--- src/rtl/seg7_scan_mux.sv ---
// seg7_scan_mux: time-multiplexed driver for a bank of common-anode
// seven-segment digits. Each digit slot is a blanking gap followed by a
// lit dwell; display data is swapped in only at frame boundaries so one
// frame never mixes two updates. All outputs are registered.
module seg7_scan_mux #(
    parameter int DIGITS    = 4,
    parameter int DWELL     = 1000,
    parameter int BLANK_CYC = 16
) (
    input  logic                  clk,
    input  logic                  reset,
    input  logic [7*DIGITS-1:0]   din,
    input  logic [DIGITS-1:0]     mask,
    input  logic                  load,
    output logic [6:0]            seg,
    output logic [DIGITS-1:0]     an,
    output logic                  load_ack,
    output logic                  frame_sync
);

    // One counter serves both phases, so it must hold the larger terminal count.
    localparam int CMAX = (DWELL > BLANK_CYC) ? DWELL : BLANK_CYC;
    localparam int CW   = (CMAX > 1) ? $clog2(CMAX) : 1;
    localparam int IW   = (DIGITS > 1) ? $clog2(DIGITS) : 1;

    localparam logic [CW-1:0] DWELL_LAST = CW'(DWELL - 1);
    localparam logic [CW-1:0] BLANK_LAST = CW'(BLANK_CYC - 1);
    localparam logic [IW-1:0] IDX_LAST   = IW'(DIGITS - 1);

    typedef enum logic {
        PH_BLANK = 1'b0,
        PH_SHOW  = 1'b1
    } phase_t;

    // Sequential state
    phase_t                r_phase;
    logic [CW-1:0]         r_cnt;
    logic [IW-1:0]         r_idx;
    logic [7*DIGITS-1:0]   r_frame;
    logic [DIGITS-1:0]     r_mask;
    logic                  r_pending;
    logic [6:0]            r_seg;
    logic [DIGITS-1:0]     r_an;
    logic                  r_load_ack;
    logic                  r_frame_sync;

    // Next-state decode
    phase_t                w_phase_next;
    logic [CW-1:0]         w_cnt_next;
    logic [IW-1:0]         w_idx_next;
    logic                  w_boundary;
    logic                  w_capture;
    logic [7*DIGITS-1:0]   w_frame_next;
    logic [DIGITS-1:0]     w_mask_next;
    logic                  w_pending_next;
    logic                  w_lit;
    logic [6:0]            w_seg_next;
    logic [DIGITS-1:0]     w_an_next;
    logic [6:0]            w_digit_pat [DIGITS];

    // Phase/counter/index sequencing and frame-boundary capture decision
    always_comb begin
        w_phase_next = r_phase;
        w_cnt_next   = r_cnt;
        w_idx_next   = r_idx;
        w_boundary   = 1'b0;
        if (r_phase == PH_BLANK) begin
            if (r_cnt == BLANK_LAST) begin
                w_phase_next = PH_SHOW;
                w_cnt_next   = '0;
                w_idx_next   = (r_idx == IDX_LAST) ? '0 : r_idx + 1'b1;
                // Entering digit 0 marks the start of a frame; with one digit
                // every blank-to-show edge qualifies.
                w_boundary   = (w_idx_next == '0);
            end else begin
                w_cnt_next = r_cnt + 1'b1;
            end
        end else begin
            if (r_cnt == DWELL_LAST) begin
                w_phase_next = PH_BLANK;
                w_cnt_next   = '0;
            end else begin
                w_cnt_next = r_cnt + 1'b1;
            end
        end

        // A load on the boundary edge itself is captured immediately;
        // any other load is remembered until the next boundary.
        w_capture      = w_boundary && (r_pending || load);
        w_frame_next   = w_capture ? din  : r_frame;
        w_mask_next    = w_capture ? mask : r_mask;
        w_pending_next = w_boundary ? 1'b0 : (r_pending || load);

        // Outputs are computed from the next state so they change on the
        // same edge as phase/idx, and fresh data shows alongside load_ack.
        w_lit      = (w_phase_next == PH_SHOW) && w_mask_next[w_idx_next];
        w_seg_next = w_lit ? w_digit_pat[w_idx_next] : 7'd0;
    end

    // Per-digit pattern slices and one-cold anode decode
    generate
        for (genvar gi = 0; gi < DIGITS; gi++) begin : g_digit
            assign w_digit_pat[gi] = w_frame_next[7*gi +: 7];
            assign w_an_next[gi]   = !(w_lit && (w_idx_next == IW'(gi)));
        end
    endgenerate

    // Scan FSM state and registered outputs, synchronous active-low reset
    always_ff @(posedge clk) begin
        if (!reset) begin
            r_phase      <= PH_BLANK;
            r_cnt        <= '0;
            r_idx        <= IDX_LAST;
            r_frame      <= '0;
            r_mask       <= '0;
            r_pending    <= 1'b0;
            r_seg        <= 7'd0;
            r_an         <= '1;
            r_load_ack   <= 1'b0;
            r_frame_sync <= 1'b0;
        end else begin
            r_phase      <= w_phase_next;
            r_cnt        <= w_cnt_next;
            r_idx        <= w_idx_next;
            r_frame      <= w_frame_next;
            r_mask       <= w_mask_next;
            r_pending    <= w_pending_next;
            r_seg        <= w_seg_next;
            r_an         <= w_an_next;
            r_load_ack   <= w_capture;
            r_frame_sync <= w_boundary;
        end
    end

    assign seg        = r_seg;
    assign an         = r_an;
    assign load_ack   = r_load_ack;
    assign frame_sync = r_frame_sync;

endmodule

--- config.mk ---
export PLATFORM = sky130hd
export DESIGN_NAME = seg7_scan_mux
export DESIGN_NICKNAME = d
export VERILOG_FILES = /design/src/rtl/seg7_scan_mux.sv
export SDC_FILE = /design/constraint.sdc
export NUM_CORES = 1
export LEC_CHECK = 0
export BUFFER_PORTS_ARGS = -buffer_cell sky130_fd_sc_hd__buf_2
export CORE_ASPECT_RATIO = 0.7
export CORE_MARGIN = 3
export CORE_UTILIZATION = 49
export CTS_CLUSTER_DIAMETER = 120
export CTS_CLUSTER_SIZE = 16
export DETAILED_ROUTE_END_ITERATION = 6
export GPL_TIMING_DRIVEN = 0
export PLACE_DENSITY_LB_ADDON = 0.25
export SETUP_SLACK_MARGIN = 0.1
export SLEW_MARGIN = 20
export SYNTH_ARGS = -nofsm -noshare
export SYNTH_HDL_FRONTEND = slang
export SYNTH_SLANG_ARGS = --single-unit
--- constraint.sdc ---
create_clock -name clk -period 2.1 [get_ports clk]
set_clock_uncertainty 0.1 [all_clocks]
set_input_delay 0.105 -clock clk [delete_from_list [all_inputs] [get_ports clk]]
set_output_delay 0.105 -clock clk [all_outputs]
set_load 0.005 [all_outputs]
==> flow_summary.json, run 1 <==
{
  "p_comb_frac": 0.040,
  "final_cell_mix": "buf_2 (48), dfxtp_1 (48), and2_1 (20)",
  "status": "complete, but fails checks",
  "cts_made_buffers": 9,
  "async_flop_share": 0,
  "setup_slack_ns": -0.308,
  "hp-start": "din[14]",
  "grt_pass1_wl_mm": 10.9,
  "yosysTopAreaCell": "dfxtp_1",
  "rows": 21,
  "clk_pin_slew_ns": 0.07,
  "grt_use_total": 0.233,
  "area_growth_pct": 43.4,
  "clkPwrFrac": 0.519,
  "max-vdd-ir-drop_v": 0.000450,
  "p_total_uw": 2560,
  "hold_viol_final": 0,
  "slew_viol_final": 0,
  "drive_gt1_frac": 0.402,
  "netlist_instances": 253,
  "crit_fanout": 10,
  "cts_tree": "yes",
  "synth_cell_types": 48,
  "setup_viol": 9,
  "crit_type": "register to register",
  "dieHeight_um": 67.0,
  "ys.flop_type": "dfxtp_1",
  "grt_setup_unrepaired": "true",
  "ant_nets": 0,
  "syn_nets": 291,
  "violations": "negative setup slack",
  "synth_top_area_share": 0.453,
  "worst_slew_pin_slew_ns": 0.523,
  "initial_core_util": 0.527,
  "switchingPower_uw": 491,
  "whs_ns": 0.0113,
  "drc": 0,
  "seq_area_sq_um": 1200,
  "hpwl_mm": 4.09,
  "finalSetupTns_ns": -1.62,
  "utilization": 0.756,
  "startpoint_type": "register",
  "drv_cap": 0,
  "drt_iter0_drc": 170,
  "period_share": 1.15,
  "fmax_mhz": 415,
  "io_buffers": 47,
  "yosysWarnings": 0,
  "slew_headroom": 0.652,
  "r2r-start": "r_cnt[1]$_SDFF_PN0_",
  "viasPerCell": 5.24,
  "finalInstanceArea_sq_um": 3740,
  "syn-cell-area_sq_um": 2600,
  "p_leak_uw": 0.00160,
  "h-tree-depth": 3,
  "ys_seq_elements": 59,
  "routed_wl_mm": 6.77,
  "num-fill-cells": 361,
  "root_buffer": "clkbuf_8",
  "die_x_um": 93.1,
  "yosys-top-cells-area": "dfxtp_1 (45%), mux2_2 (6.9%), and2_1 (4.8%)",
  "grt-ovfl-total": 0,
  "p_sw_frac": 0.192,
  "cts_buffer_depth": 2,
  "cp-startpoint": "r_cnt[1]$_SDFF_PN0_",
  "diodes": 0,
  "worst_ep_arrival_time_ns": 2.50,
  "grt_pass1_vias": 2163,
  "avgSynthCellArea_sq_um": 10.3,
  "nets": 391,
  "grt_max_degree": 11,
  "multi_input_area_sq_um": 1450,
  "min_period_ns": 2.41,
  "gp_congestion": 0.822,
  "dr_total_vias": 2236,
  "power.density_nw_per_um2": 685,
  "clkSinkCount": 59,
  "p_seq_frac": 0.441,
  "end_kind": "register",
  "cp.required_ns": 2.20,
  "seq_area_frac_synth": 0.453,
  "clock_latency_ns": 0.35,
  "synth_edf_count": 0,
  "antenna_found_initial": 0,
  "dr.pass1.iters": 4,
  "io_pins": 48,
  "die_area_sq_um": 6240,
  "dpl-instance-area_sq_um": 2960,
  "coreArea_sq_um": 4940,
  "wl_per_cell_um": 15.9,
  "intPower_uw": 2070,
  "hp-class": "primary input to register"
}
## registers in the layout, summed over array words and instances, names as in the netlist, 2 cells and up
register,flops
r_mask,4
r_cnt,10
r_frame,28
seg,7
r_idx,2
an,4
## routing by layer
layer / routed length, um / track usage / up-vias / part of all wire
met5: 0 / 0 / - / 0
met4: 93 / 0.0640 / 0 / 0.014
met3: 433 / 0.0880 / 13 / 0.064
met2: 3060 / 0.356 / 70 / 0.45
met1: 3180 / 0.308 / 1046 / 0.47
li1: - / - / 1107 / -
## cells by family after synthesis
| logic type | after synthesis | synth area share |
|---|---|---|
| AO/OA/AOI/OAI | 38 | 0.119 |
| XOR/XNOR | 8 | 0.0269 |
| adder cells (fa/ha/maj) | 3 | 0.0144 |
| buffers and inverters | 15 | 0.0288 |
| flip-flops | 59 | 0.453 |
| multiplexers | 34 | 0.143 |
| AND/OR/NAND/NOR | 96 | 0.215 |
## path summary, 6_finish.rpt
path	endpoint	slack [ns]	depth (start not counted)
worst max-delay path	seg[5]$_SDFF_PN0_	-0.31	8
worst max register to register	seg[5]$_SDFF_PN0_	-0.31	8
worst min register to register	r_frame[11]$_SDFF_PN0_	0.37	2
worst min-delay path	r_frame[14]$_SDFF_PN0_	0.01	3
## layout make-up
type	count	area share
plain buffers	9	0.0174
clock buffers	12	0.0442
clock inverters	4	0.0255
inverters	4	0.00402
multi-input cells	179	0.389
flip-flops and latches	59	0.322
well taps	69	0.0231
repair buffers	91	0.175
## critical path: stages (launching register included)
cell	delay, ns
dfxtp_2	0.34
ha_4	0.15
and3_4	0.18
buf_8	0.13
nand4_4	0.13
buf_6	0.18
mux2_2	0.35
a222oi_1	0.50
a221oi_1	0.18
## through the flow
stage / setup WS (ns) / std cells
finish: -0.308 / 427
global route: -0.292 / 427
CTS: -0.202 / 426
detailed placement: -0.418 / 369
global placement: -0.428 / 369
floorplan: -0.00960 / 253
## synthesized netlist by cell type (all sizes together) (2+ instances only)
| cell | instances |
|---|---|
| clkbuf | 5 |
| mux2 | 22 |
| xnor2 | 5 |
| nor3 | 3 |
| o21a | 3 |
| or2b | 2 |
| ha | 3 |
| xor2 | 3 |
| mux2i | 12 |
| nor3b | 2 |
| nand2b | 4 |
| a222oi | 6 |
| nor2b | 10 |
| o211ai | 2 |
| inv | 4 |
| nand4 | 3 |
| and2 | 20 |
| a221oi | 7 |
| a21boi | 4 |
| buf | 6 |
| dfxtp | 59 |
| nand2 | 17 |
| nor2 | 19 |
| and3 | 5 |
| o21ai | 5 |
| nand3 | 8 |
## power groups by stage
stage	Sequential [uW]	Combinational (uW)	Clock, uW
global route	1130	112	1400
finish	1130	102	1330
global placement	1150	67.2	0
detailed placement	1150	68.3	0
floorplan	1150	26.6	0
CTS	1130	98.3	1340
## what timing repair did
action,4_1_cts,5_1_grt
resized for setup,32,9
pin swaps,19,16
gates cloned,0,0
buffers inserted,25,2
endpoints found under the hold margin,17,0
endpoints found under the setup margin,24,14
hold buffers,17,0
Power figures use the tool's default switching activity.
==> run 2: changes to the inputs <==
==> constraint.sdc (replaced) <==
create_clock -name clk -period 2.59 [get_ports clk]
set_clock_uncertainty 0.1 [all_clocks]
set_input_delay 0.1295 -clock clk [delete_from_list [all_inputs] [get_ports clk]]
set_output_delay 0.1295 -clock clk [all_outputs]
set_load 0.005 [all_outputs]
==> flow_summary.json, run 2 (same netlist as run 1, synthesis figures left out) <==
{
  "drt_iter0_drc": 162,
  "cts_buffer_depth": 2,
  "grt_use_total": 0.213,
  "io_pins": 48,
  "grt-ovfl-total": 0,
  "cp_slowest_cell": "a222oi_1",
  "drv_cap": 0,
  "clkSinkCount": 59,
  "cts_tree": "yes",
  "r2r-start": "r_phase$_SDFF_PN0_",
  "crit_fanout": 6,
  "viasPerCell": 5.35,
  "dr.pass1.iters": 4,
  "hp-start": "load",
  "rows": 21,
  "dpl-instance-area_sq_um": 2930,
  "critical-path-max-stage-delay_ns": 0.44,
  "slew_headroom": 0.523,
  "p_leak_uw": 0.00151,
  "end_kind": "register",
  "antenna_found_initial": 0,
  "hold_depth": 3,
  "largest_reg_flops": 28,
  "diodes": 0,
  "area_growth_pct": 34.3,
  "regToRegSetupSlack_ns": 0.10,
  "coreArea_sq_um": 4940,
  "status": "finished clean",
  "final_common_cell": "dfxtp_1",
  "root_buffer": "clkbuf_8",
  "drc": 0,
  "max-vdd-ir-drop_v": 0.000333,
  "crit_chain": "nor4_4 > nand4_4 > buf_8 > buf_2 > mux2_1 > a222oi_1 > a221oi_1",
  "cp.required_ns": 2.67,
  "startpoint_type": "register",
  "finalInstanceArea_sq_um": 3500,
  "ant_nets": 0,
  "period_share": 0.961,
  "crit_type": "register to register",
  "num-fill-cells": 398,
  "hold_viol_final": 0,
  "power.density_nw_per_um2": 540,
  "clk_pin_slew_ns": 0.06,
  "r2r_end": "seg[1]$_SDFF_PN0_",
  "final_cell_mix": "dfxtp_1 (53), buf_2 (48), buf_4 (21)",
  "min_period_ns": 2.49,
  "drive_gt1_frac": 0.359,
  "routed_wl_mm": 6.66,
  "dieHeight_um": 67.0,
  "clock_latency_ns": 0.34,
  "fmax_mhz": 402,
  "io_buffers": 47,
  "dr_total_vias": 2233,
  "crit_family": "simple AND/OR/NAND/NOR gates",
  "min_to": "load_ack$_SDFF_PN0_",
  "cts_made_buffers": 9,
  "whs_ns": 0.00456,
  "critPathBufInv": 2,
  "grt_max_degree": 11,
  "worst_r2r_path_depth": 7,
  "die_x_um": 93.1,
  "initial_core_util": 0.527,
  "regMostFlops": "r_frame",
  "slew_viol_final": 0,
  "hpwl_mm": 4.11,
  "nets": 381,
  "die_area_sq_um": 6240,
  "worst_ep_arrival_time_ns": 2.57,
  "grt_setup_unrepaired": "true",
  "gp_congestion": 0.786,
  "wl_per_cell_um": 16.0,
  "grt_pass1_vias": 2075,
  "worst_slew_pin_slew_ns": 0.711,
  "grt_pass1_wl_mm": 10.0,
  "h-tree-depth": 3,
  "setup_viol": 0,
  "hp-class": "primary input to register"
}
-- run 2: stage by stage --
step           worst slack (ns)  TNS [ns]  total power, uW  std cells  utilization
2_1_floorplan             0.324         0              956        253            -
3_3_place_gp             -0.182    -0.930              990        369        0.592
3_5_place_dp             -0.223    -0.852              991        369        0.592
4_1_cts                   0.106         0             1890        407        0.681
5_1_grt                  0.0395         0             1950        417        0.708
6_report                  0.102         0             1890        417        0.708
-- run 2: worst reg2reg max path, cell delays in order, from the launching register on --
cell	delay (ns)
dfxtp_4	0.36
nor4_4	0.41
nand4_4	0.22
buf_8	0.19
buf_2	0.15
mux2_1	0.33
a222oi_1	0.44
a221oi_1	0.13
-- run 2: layout make-up --
type                            count  area, sq um  share of cell area
Clock buffer                       11          131              0.0376
Tap cell                           69         86.3              0.0247
Timing Repair Buffer               80          509               0.146
Sequential cell                    59         1190               0.341
Multi-Input combinational cell    179         1430               0.408
Inverter                            4         15.0             0.00429
Clock inverter                      5         77.6              0.0222
Buffer                             10         58.8              0.0168
-- run 2: report_power, final --
part | switching, uW | internal (uW)
clock network | 362 | 539
registers | 5.03 | 911
logic | 29.9 | 41.5
-- run 2: routing by layer --
metal,vias up,wire length [um],global-route usage
met5,-,0,0
met4,0,76,0.0548
met3,10,371,0.0734
met2,66,2950,0.325
met1,1066,3260,0.289
li1,1091,-,-
-- run 2: what timing repair did --
action                                  4_1_cts  5_1_grt
endpoints found under the setup margin        9        9
pin swaps                                     8       11
resized for setup                            10       18
setup buffers                                12       11
hold buffers                                 10        0
endpoints found under the hold margin        10        0
-- run 2: worst max path at each step --
stage	start	to	slack (ns)	depth (start not counted)
2_1_floorplan	r_cnt[0]$_SDFF_PN0_	seg[1]$_SDFF_PN0_	0.32	8
3_3_place_gp	r_cnt[0]$_SDFF_PN0_	seg[3]$_SDFF_PN0_	-0.18	8
6_report	r_phase$_SDFF_PN0_	seg[1]$_SDFF_PN0_	0.10	7
5_1_grt	r_phase$_SDFF_PN0_	seg[1]$_SDFF_PN0_	0.04	7
4_1_cts	r_idx[1]$_SDFF_PN1_	seg[1]$_SDFF_PN0_	0.11	8
3_5_place_dp	r_cnt[0]$_SDFF_PN0_	seg[3]$_SDFF_PN0_	-0.22	8
==> run 3: changes to the inputs <==
--- a/config.mk
+++ b/config.mk
@@ -9,7 +9,7 @@
 export CORE_ASPECT_RATIO = 0.7
 export CORE_MARGIN = 3
 export CORE_UTILIZATION = 49
-export CTS_CLUSTER_DIAMETER = 120
+export CTS_BUF_LIST = sky130_fd_sc_hd__clkbuf_8
 export CTS_CLUSTER_SIZE = 16
 export DETAILED_ROUTE_END_ITERATION = 6
 export GPL_TIMING_DRIVEN = 0
==> flow_summary.json, run 3 (same netlist as run 1, synthesis figures left out) <==
{
  "worst_ep_arrival_time_ns": 2.57,
  "period_share": 0.961,
  "fmax_mhz": 402,
  "hpwl_mm": 4.11,
  "cts_buffer_depth": 2,
  "h-tree-depth": 3,
  "viasPerCell": 5.36,
  "final_cell_mix": "dfxtp_1 (53), buf_2 (48), buf_4 (21)",
  "ant_nets": 0,
  "grt_use_total": 0.213,
  "io_pins": 48,
  "cp-endpoint": "seg[1]$_SDFF_PN0_",
  "cp.required_ns": 2.67,
  "wl_per_cell_um": 16.0,
  "coreArea_sq_um": 4940,
  "grt_max_degree": 11,
  "nets": 381,
  "setup_viol": 0,
  "hp-class": "primary input to register",
  "dieHeight_um": 67.0,
  "slew_viol_final": 0,
  "crit_type": "register to register",
  "min_period_ns": 2.49,
  "slew_headroom": 0.523,
  "drv_cap": 0,
  "diodes": 0,
  "area_growth_pct": 34.3,
  "drive_gt1_frac": 0.359,
  "crit_fanout": 6,
  "root_buffer": "clkbuf_8",
  "die_x_um": 93.1,
  "r2r_end": "seg[1]$_SDFF_PN0_",
  "clk_pin_slew_ns": 0.06,
  "p_leak_uw": 0.00151,
  "dr.pass1.iters": 4,
  "end_kind": "register",
  "regToRegSetupSlack_ns": 0.10,
  "initial_core_util": 0.527,
  "gp_congestion": 0.786,
  "startpoint_type": "register",
  "cp-startpoint": "r_phase$_SDFF_PN0_",
  "drc": 0,
  "cts_made_buffers": 9,
  "worst_r2r_path_depth": 7,
  "rows": 21,
  "utilization": 0.708,
  "io_buffers": 47,
  "r2r-start": "r_phase$_SDFF_PN0_",
  "grt_pass1_wl_mm": 10.0,
  "largest_reg_flops": 28,
  "grt-ovfl-total": 0,
  "regMostFlops": "r_frame",
  "routed_wl_mm": 6.66,
  "status": "finished clean",
  "power.density_nw_per_um2": 537,
  "whs_ns": 0.00456,
  "clock_latency_ns": 0.34,
  "cts_tree": "yes",
  "antenna_found_initial": 0,
  "grt_setup_unrepaired": "true",
  "grt_pass1_vias": 2075,
  "max-vdd-ir-drop_v": 0.000333,
  "dr_total_vias": 2234,
  "die_area_sq_um": 6240,
  "final_common_cell": "dfxtp_1",
  "worst_slew_pin_slew_ns": 0.711,
  "hold_viol_final": 0,
  "clkSinkCount": 59,
  "drt_iter0_drc": 163
}
-- run 3: cell count changes in the layout (fill, tap and decap cells not counted) --
cell	delta
inv_1	+2
clkbuf_1	-2
-- run 3: per-layer routing --
metal,wire (um),GRT usage
met1,3260,0.289
met3,371,0.0734
met4,76,0.0548
met5,0,0
met2,2950,0.325
-- run 3: worst min-delay path by stage --
| stage | from | to | slack [ns] | cells past startpoint |
|---|---|---|---|---|
| CTS | mask[0] | r_mask[0]$_SDFF_PN0_ | 0.005 | 3 |
| detailed placement | din[4] | r_frame[4]$_SDFF_PN0_ | 0.30 | 3 |
| finish | load | load_ack$_SDFF_PN0_ | 0.005 | 3 |
| global placement | din[25] | r_frame[25]$_SDFF_PN0_ | 0.29 | 3 |
| global route | din[3] | r_frame[3]$_SDFF_PN0_ | 0.04 | 3 |
| floorplan | din[11] | r_frame[11]$_SDFF_PN0_ | 0.18 | 2 |
-- run 3: final cells by class --
type                            instances  area [sq um]
Sequential cell                        59          1190
Multi-Input combinational cell        179          1430
Inverter                                4          15.0
Fill cell                             398          1440
Buffer                                 10          58.8
Timing Repair Buffer                   80           509
Tap cell                               69          86.3
Clock buffer                            9           124
Clock inverter                          7          85.1
-- run 3: report_power, final --
group	leakage [uW]	switching (uW)	internal, uW
registers	0.000478	5.03	911
clock network	0.000112	362	531
logic	0.000925	29.9	41.5
-- run 3: repair_timing --
item,in CTS,in global routing
setup endpoints to repair,9,9
hold buffers,10,0
setup buffers,12,11
pin swaps,8,11
gates resized for setup,10,18
endpoints found under the hold margin,10,0
-- run 3: per-stage QoR --
stage / setup TNS (ns) / instance area (sq um) / std cells / total power [uW] / setup slack [ns]
2_1_floorplan: 0 / 2610 / 253 / 956 / 0.324
5_1_grt: 0 / 3500 / 417 / 1950 / 0.0395
3_5_place_dp: -0.852 / 2930 / 369 / 991 / -0.223
3_3_place_gp: -0.930 / 2930 / 369 / 990 / -0.182
4_1_cts: 0 / 3360 / 407 / 1880 / 0.106
6_report: 0 / 3500 / 417 / 1880 / 0.102
-- run 3: worst max-delay path, cell delays in order, from the launching register on --
cell and delay, ns:
dfxtp_4 0.36, nor4_4 0.40, nand4_4 0.22, buf_8 0.19, buf_2 0.15, mux2_1 0.33
a222oi_1 0.44, a221oi_1 0.13
